## config.mk

```make
export PLATFORM = sky130hd
export DESIGN_NAME = mem_io_arbiter
export DESIGN_NICKNAME = d
export VERILOG_FILES = /design/src/rtl/mem_io_pkg.sv /design/src/rtl/mem_io_decode.sv /design/src/rtl/mem_io_arbiter.sv
export SDC_FILE = /design/constraint.sdc
export NUM_CORES = 1
export LEC_CHECK = 0
export ABC_AREA = 1
export BUFFER_PORTS_ARGS = -buffer_cell sky130_fd_sc_hd__buf_2
export CAP_MARGIN = 20
export CELL_PAD_IN_SITES_DETAIL_PLACEMENT = 2
export CELL_PAD_IN_SITES_GLOBAL_PLACEMENT = 2
export CORE_MARGIN = 2
export CORE_UTILIZATION = 21
export DETAILED_ROUTE_END_ITERATION = 8
export HOLD_SLACK_MARGIN = 0.02
export PLACE_DENSITY = 0.85
export SLEW_MARGIN = 20
export SYNTH_ARGS = -nofsm -noshare
export SYNTH_HDL_FRONTEND = slang
export SYNTH_SLANG_ARGS = --single-unit
export TNS_END_PERCENT = 30
```

## constraint.sdc

```tcl
create_clock -name clk -period 4.2 [get_ports clk]
set_clock_uncertainty 0.05 [all_clocks]
set_input_delay 0.84 -clock clk [delete_from_list [all_inputs] [get_ports clk]]
set_output_delay 0.84 -clock clk [all_outputs]
set_load 0.005 [all_outputs]
```

## src/rtl/mem_io_pkg.sv

```systemverilog
// Shared region map, region encoding and FSM state type for the memory/IO arbiter.
package mem_io_pkg;

    localparam logic [7:0] REG_MEM = 8'h00;
    localparam logic [7:0] REG_IO1 = 8'h08;
    localparam logic [7:0] REG_IO2 = 8'h09;

    typedef enum logic [1:0] {
        RGN_NONE = 2'b00,
        RGN_MEM  = 2'b01,
        RGN_IO1  = 2'b10,
        RGN_IO2  = 2'b11
    } region_t;

    typedef enum logic [1:0] {
        IDLE   = 2'd0,
        ACCESS = 2'd1,
        DONE   = 2'd2
    } state_t;

    function automatic logic is_io(input region_t r);
        return (r == RGN_IO1) || (r == RGN_IO2);
    endfunction

endpackage

```

## src/rtl/mem_io_decode.sv

```systemverilog
// Address-byte to region-code decoder (combinational).
module mem_io_decode
    import mem_io_pkg::*;
(
    input  logic [7:0] i_byte,
    output region_t    o_region
);

    always_comb begin
        case (i_byte)
            REG_MEM: o_region = RGN_MEM;
            REG_IO1: o_region = RGN_IO1;
            REG_IO2: o_region = RGN_IO2;
            default: o_region = RGN_NONE;
        endcase
    end

endmodule

```

## src/rtl/mem_io_arbiter.sv

```systemverilog
// Two-master round-robin memory/IO bus controller with IO wait states.
// Optional per-master error flag on unmapped accesses: define MEM_IO_ERR_EN.
module mem_io_arbiter
    import mem_io_pkg::*;
#(
    parameter int IO_WAIT = 2
) (
    input  logic        clk,
    input  logic        rst,
    input  logic        m0_req,
    input  logic        m0_we,
    input  logic [31:0] m0_addr,
    input  logic [31:0] m0_wdata,
    output logic [31:0] m0_rdata,
    output logic        m0_ack,
    input  logic        m1_req,
    input  logic        m1_we,
    input  logic [31:0] m1_addr,
    input  logic [31:0] m1_wdata,
    output logic [31:0] m1_rdata,
    output logic        m1_ack,
    output logic [31:0] bus_addr,
    output logic [31:0] bus_wdata,
    output logic        we_mem,
    output logic        we1,
    output logic        we2,
    input  logic [31:0] rd_mem,
    input  logic [31:0] rd_io1,
    input  logic [31:0] rd_io2
`ifdef MEM_IO_ERR_EN
   ,output logic        m0_err,
    output logic        m1_err
`endif
);

    localparam logic [3:0] WAIT_INIT = 4'(IO_WAIT);

    state_t      r_state, w_next;
    logic        r_gnt, r_last, r_we;
    logic [3:0]  r_cnt;
    logic [31:0] r_rdata0, r_rdata1;
    region_t     w_region;
    logic        w_any, w_gnt_id, w_zero, w_sample;
    logic [31:0] w_rd;

    assign m0_rdata = r_rdata0;
    assign m1_rdata = r_rdata1;

    // Region is always derived from the address captured at grant.
    mem_io_decode u_decode (
        .i_byte   (bus_addr[15:8]),
        .o_region (w_region)
    );

    assign w_any    = m0_req | m1_req;
    assign w_gnt_id = (m0_req & m1_req) ? ~r_last : m1_req;
    assign w_zero   = (r_cnt == 4'd0) || !is_io(w_region);

    always_comb begin
        case (w_region)
            RGN_MEM: w_rd = rd_mem;
            RGN_IO1: w_rd = rd_io1;
            RGN_IO2: w_rd = rd_io2;
            default: w_rd = 32'h0;
        endcase
    end

    always_ff @(posedge clk or posedge rst) begin
        if (rst) r_state <= IDLE;
        else     r_state <= w_next;
    end

    // Strobes and acks decode straight from state so reset kills them at once.
    always_comb begin
        w_next   = r_state;
        w_sample = 1'b0;
        we_mem   = 1'b0;
        we1      = 1'b0;
        we2      = 1'b0;
        m0_ack   = 1'b0;
        m1_ack   = 1'b0;
        case (r_state)
            IDLE: begin
                if (w_any) w_next = ACCESS;
            end
            ACCESS: begin
                if (w_zero) begin
                    w_next   = DONE;
                    w_sample = 1'b1;
                    we_mem   = r_we && (w_region == RGN_MEM);
                    we1      = r_we && (w_region == RGN_IO1);
                    we2      = r_we && (w_region == RGN_IO2);
                end
            end
            DONE: begin
                w_next = IDLE;
                m0_ack = ~r_gnt;
                m1_ack = r_gnt;
            end
            default: w_next = IDLE;
        endcase
    end

    always_ff @(posedge clk or posedge rst) begin
        if (rst) begin
            r_gnt     <= 1'b0;
            r_last    <= 1'b1;
            r_we      <= 1'b0;
            r_cnt     <= 4'd0;
            bus_addr  <= 32'h0;
            bus_wdata <= 32'h0;
            r_rdata0  <= 32'h0;
            r_rdata1  <= 32'h0;
        end else begin
            if (r_state == IDLE && w_any) begin
                r_gnt     <= w_gnt_id;
                r_last    <= w_gnt_id;
                r_we      <= w_gnt_id ? m1_we    : m0_we;
                bus_addr  <= w_gnt_id ? m1_addr  : m0_addr;
                bus_wdata <= w_gnt_id ? m1_wdata : m0_wdata;
                r_cnt     <= WAIT_INIT;
            end else if (r_state == ACCESS && !w_zero) begin
                r_cnt <= r_cnt - 4'd1;
            end
            if (w_sample) begin
                if (r_gnt) r_rdata1 <= w_rd;
                else       r_rdata0 <= w_rd;
            end
        end
    end

`ifdef MEM_IO_ERR_EN
    assign m0_err = (r_state == DONE) && !r_gnt && (w_region == RGN_NONE);
    assign m1_err = (r_state == DONE) &&  r_gnt && (w_region == RGN_NONE);
`endif

endmodule

```

After elaboration in Yosys (flattened, before gate mapping) --
Index checks and enable logic that the tools add are counted.
Cells by class: mux-type cells 21, add/sub/neg operators 1, bitwise operators 4, eq/ne operators 9, reductions and logical operators 16
Operators by type and width (number):
- $pmux 32 s3 | 1
- $mux 32 | 2
- $eq 8x4->1 const B | 2
- $mux 1 | 12
- $logic_not 8->1 | 1
- $mux 4 | 2
- $eq 2x2->1 const B | 3
- $pmux 2 s3 | 1
- $reduce_and 2->1 | 3
- $logic_and 1x1->1 | 5
- $eq 2x1->1 const B | 2
- $logic_not 4->1 | 1
- $mux 2 | 2
- $ne 2x2->1 const B | 2
- $pmux 2 s2 | 1
- $sub 4x1->4 const B | 1
- $logic_not 1->1 | 2
- $logic_not 2->1 | 1
- $logic_or 1x1->1 | 2
- $not 1->1 | 2
- $reduce_bool 2->1 | 1
- $and 1x1->1 | 1
- $or 1x1->1 | 1
Storage, ports and cells: bits in registers 137, input bits 230

Depth between registers and ports, before layout --
word-level depth 10, mapped depth 9, gate-level depth less buffers 8

Hierarchy --
Synthesis repeated with hierarchy kept, for this count alone.
Unflattened totals: cell total of the unflattened synthesis 849, area total of the unflattened synthesis 6572.6 µm²
Modules (own cells, without submodules):
- mem_io_arbiter | instances 1, sequential area each 3429.5 µm², area an instance 6530.0 µm², cells each 838
- mem_io_decode | instances 1, sequential area each 0.0 µm², area an instance 42.5 µm², cells each 11

Worst setup path before layout --
OpenSTA, ideal clock, no wires.
kind reg-to-output, start register bus_addr[13], end output port we_mem, required time 3310 ps, data arrival time 1132 ps, cell stages (with the launch flop) 6, setup slack 2178 ps, cell sequence dfrtp_1 > nor2_2 > nand3_2 > nor2_4 > buf_2 > and3_1
Between the ends: word-level cells in the longest chain between the ends 8
Ends and longest elaborated chain:
- from (decl) | line mem_io_arbiter.sv:22 | output logic [31:0] bus_addr,
- from (signal assigned) | line mem_io_arbiter.sv:119 | bus_addr <= w_gnt_id ? m1_addr : m0_addr;
- $eq 8x4->1 or $logic_not 8->1 (tied branches) | line mem_io_decode.sv:10 | case (i_byte)
- $pmux 2 s3 (*) | line mem_io_decode.sv:10
- $eq 2x2->1 | line mem_io_pkg.sv:22 | return (r == RGN_IO1) || (r == RGN_IO2);
- $logic_or 1x1->1 | line mem_io_pkg.sv:22
- $logic_not 1->1 | line mem_io_arbiter.sv:57 | assign w_zero = (r_cnt == 4'd0) || !is_io(w_region);
- $logic_or 1x1->1 | line mem_io_arbiter.sv:57
- $mux 1 (*) | line mem_io_arbiter.sv:87 | if (w_zero) begin
- $mux 1 (*) | line mem_io_arbiter.sv:82 | case (r_state)
- to (decl) | line mem_io_arbiter.sv:24 | output logic we_mem,
Every way passes the cells marked *; elsewhere a longest branch is shown, timed or not.

Worst setup path after layout --
Ends and elaborated chain as after synthesis.

==> metrics.yaml <==
coreArea_sq_um: 31300
ir_worst_vdd_v: 0.000457
syn_nets: 1074
place_congestion: 0.769
design_area_sq_um: 9370
fp.dieArea_sq_um: 33100
htreeDepth: 4
antenna_found_initial: 7
cap_violations: 0
synth_cell_type_count: 26
cts_root_buffer: "clkbuf_16"
grt_util_all_layers_pct: 18.1
n_fill_cell: 3769
final_common_cell: "buf_2"
setup_viol: 0
status: "finished clean"
place_area_sq_um: 8710
layout_common_cells: "buf_2, nand2_1, dfrtp_1"
cp-start-kind: "flip-flop"
crit_family: "simple AND/OR/NAND/NOR gates"
fmax_mhz: 321
clk_latency_ns: 0.42
viasPerCell: 4.51
totalPowerFinal_w: 0.00615
cts_tree: "done"
ios: 363
rsz0062_at_grt: "false"
seqCellArea_sq_um: 3430
wirelength_microns: 29600
layout-drive-gt1-share_pct: 35.7
start_util_pct: 21.2
dp_slack_ns: 1.44
critical_path_required_ns: 3.31
numCtsBuffers: 17
synth-seq-cells: 137
max-clock-path-buffers: 2
synth_seq_area_share_pct: 51.7
drt_drc_violations_left: 0
cts_hold_buf: 0
fin_crit_sh_pct: 74.2
period_needed_ns: 3.12
ys_warn_count: 0
fin_ws_ns: 1.08
detail-route-antenna-nets: 0
synth_area_sq_um: 6640
grt_pass1_vias: 7949
worst_pin_slew_ns: 1.03
grt_max_degree: 88
slew_headroom_pct: 31.4
nets: 1406
cts.repair.resized: 0
die_x_microns: 182
finalHoldViolations: 0
slowest_stage: "nor2_4"
post_cts_buffers: 0
hold_class: "reg2reg"
wire_per_inst_microns: 18.6
post-dp-hpwl_microns: 21700
cp_cell_sequence: "nor2_2 > nand3_2 > nor2_4 > and3_1 > buf_2"
slew_viol_final: 0
critPathMaxStageDelay_ns: 0.74
worst-setup-path-type: "reg2out"
path_buf_inv: 1
fp.dieH_microns: 182
drtIter0Drc: 200
rows: 65
endpoint_kind: "output port"
cts_sinks: 137
power_density_nw_per_um2: 656
placement.io_buffers: 362
multi_input_area_sq_um: 2810
post-route-util_pct: 29.9
firstDrtPassIters: 4
cellLeakagePower_nw: 5.09
syn-mean-instance-area_sq_um: 7.88
syn_to_final_growth_pct: 41.1
vias: 7199
arrival_ns: 2.23
crit_fanout: 33
globalRouteOverflowTotal: 0
syn_inst: 843
timing.setup.tns_ns: 0
clk_pin_slew_ns: 0.06
grt_pass1_wl_microns: 45600
power breakdown:
| part | total [W] | switching [W] | internal, W | leakage, nW |
|---|---|---|---|---|
| sequential | 0.00210 | 0.000296 | 0.00180 | 1.78 |
| combinational | 0.00236 | 0.00155 | 0.000810 | 3.01 |
| clock | 0.00169 | 0.000623 | 0.00107 | 0.306 |
| total | 0.00615 | 0.00247 | 0.00368 | 5.09 |
synthesized netlist by cell type:
master,number,area [sq um]
nor2_2,2,12.5
buf_2,30,150
nand2_4,1,11.3
ha_1,1,12.5
o21ai_1,58,290
and3_1,1,6.26
nand3_1,100,500
buf_6,11,124
nand2_1,304,1140
nor2_4,6,67.6
nand2_2,1,6.26
dfstp_2,1,26.3
xor2_1,1,8.76
nand3_2,7,70.1
o21ai_0,68,340
inv_1,14,52.6
clkbuf_1,13,48.8
dfrtp_1,136,3400
nor2_1,71,267
o21ai_2,1,8.76
nand4_1,1,6.26
o22ai_1,5,31.3
buf_4,2,15.0
nor3_1,3,15.0
xnor2_1,1,8.76
inv_2,4,15.0
layout make-up:
| cell class | count | share of cell area (%) |
|---|---|---|
| diodes | 7 | 0.187 |
| clock buffers | 19 | 4.73 |
| clock inverters | 11 | 2.10 |
| inverters | 18 | 0.775 |
| multi-input cells | 632 | 30.0 |
| flip-flops and latches | 137 | 36.6 |
| well taps | 402 | 5.37 |
| repair buffers | 369 | 20.2 |
per-layer routing:
metal	global-route usage [%]	wire, microns	up-vias
met5	0	30	-
met4	4.75	339	4
met3	6.84	2740	18
met2	31.9	14400	283
met1	20.6	12100	3492
li1	-	-	3402
sequential cells by signal, indices dropped and copies added (netlist names):
register   cells
bus_addr      32
bus_wdata     32
m0_rdata      32
m1_rdata      32
r_cnt          4
r_state        2
r_gnt          1
r_last         1
r_we           1
final timing paths:
path / startpoint / endpoint / slack, ns / depth (start not counted)
max in group asynchronous: rst / r_state[0] / 3.13 / 3
worst max register to register: bus_addr[13] / m1_rdata[20] / 1.83 / 8
worst min register to register: m0_rdata[15] / m0_rdata[15] / 0.43 / 2
min in group asynchronous: rst / bus_wdata[2] / 0.46 / 3
worst max-delay path: bus_addr[13] / we_mem / 1.08 / 5
worst min-delay path: m0_rdata[15] / m0_rdata[15] / 0.43 / 2
metrics by stage:
step | std cells | hold slack [ns]
after floorplan | 843 | 0.394
after global placement | 1558 | 0.407
after detailed placement | 1558 | 0.414
after CTS | 1588 | 0.432
after global routing | 1590 | 0.454
final | 1595 | 0.427
cells by family after synthesis:
family	count (synthesis)	share of synthesized area (%)
AOI/OAI and AO/OA	132	10.1
xor gates and xnor gates	2	0.264
adders and majority gates	1	0.188
buffers and inverters	74	6.11
DFF	137	51.7
and+or+nand+nor	497	31.7
worst min-delay path, delay by kind of cell (launching register included):
family           cells  cell delay (ns)
AND/OR/NAND/NOR      2             0.10
flip-flops           1             0.34
Note: power is estimated with default switching activity, not from simulation.
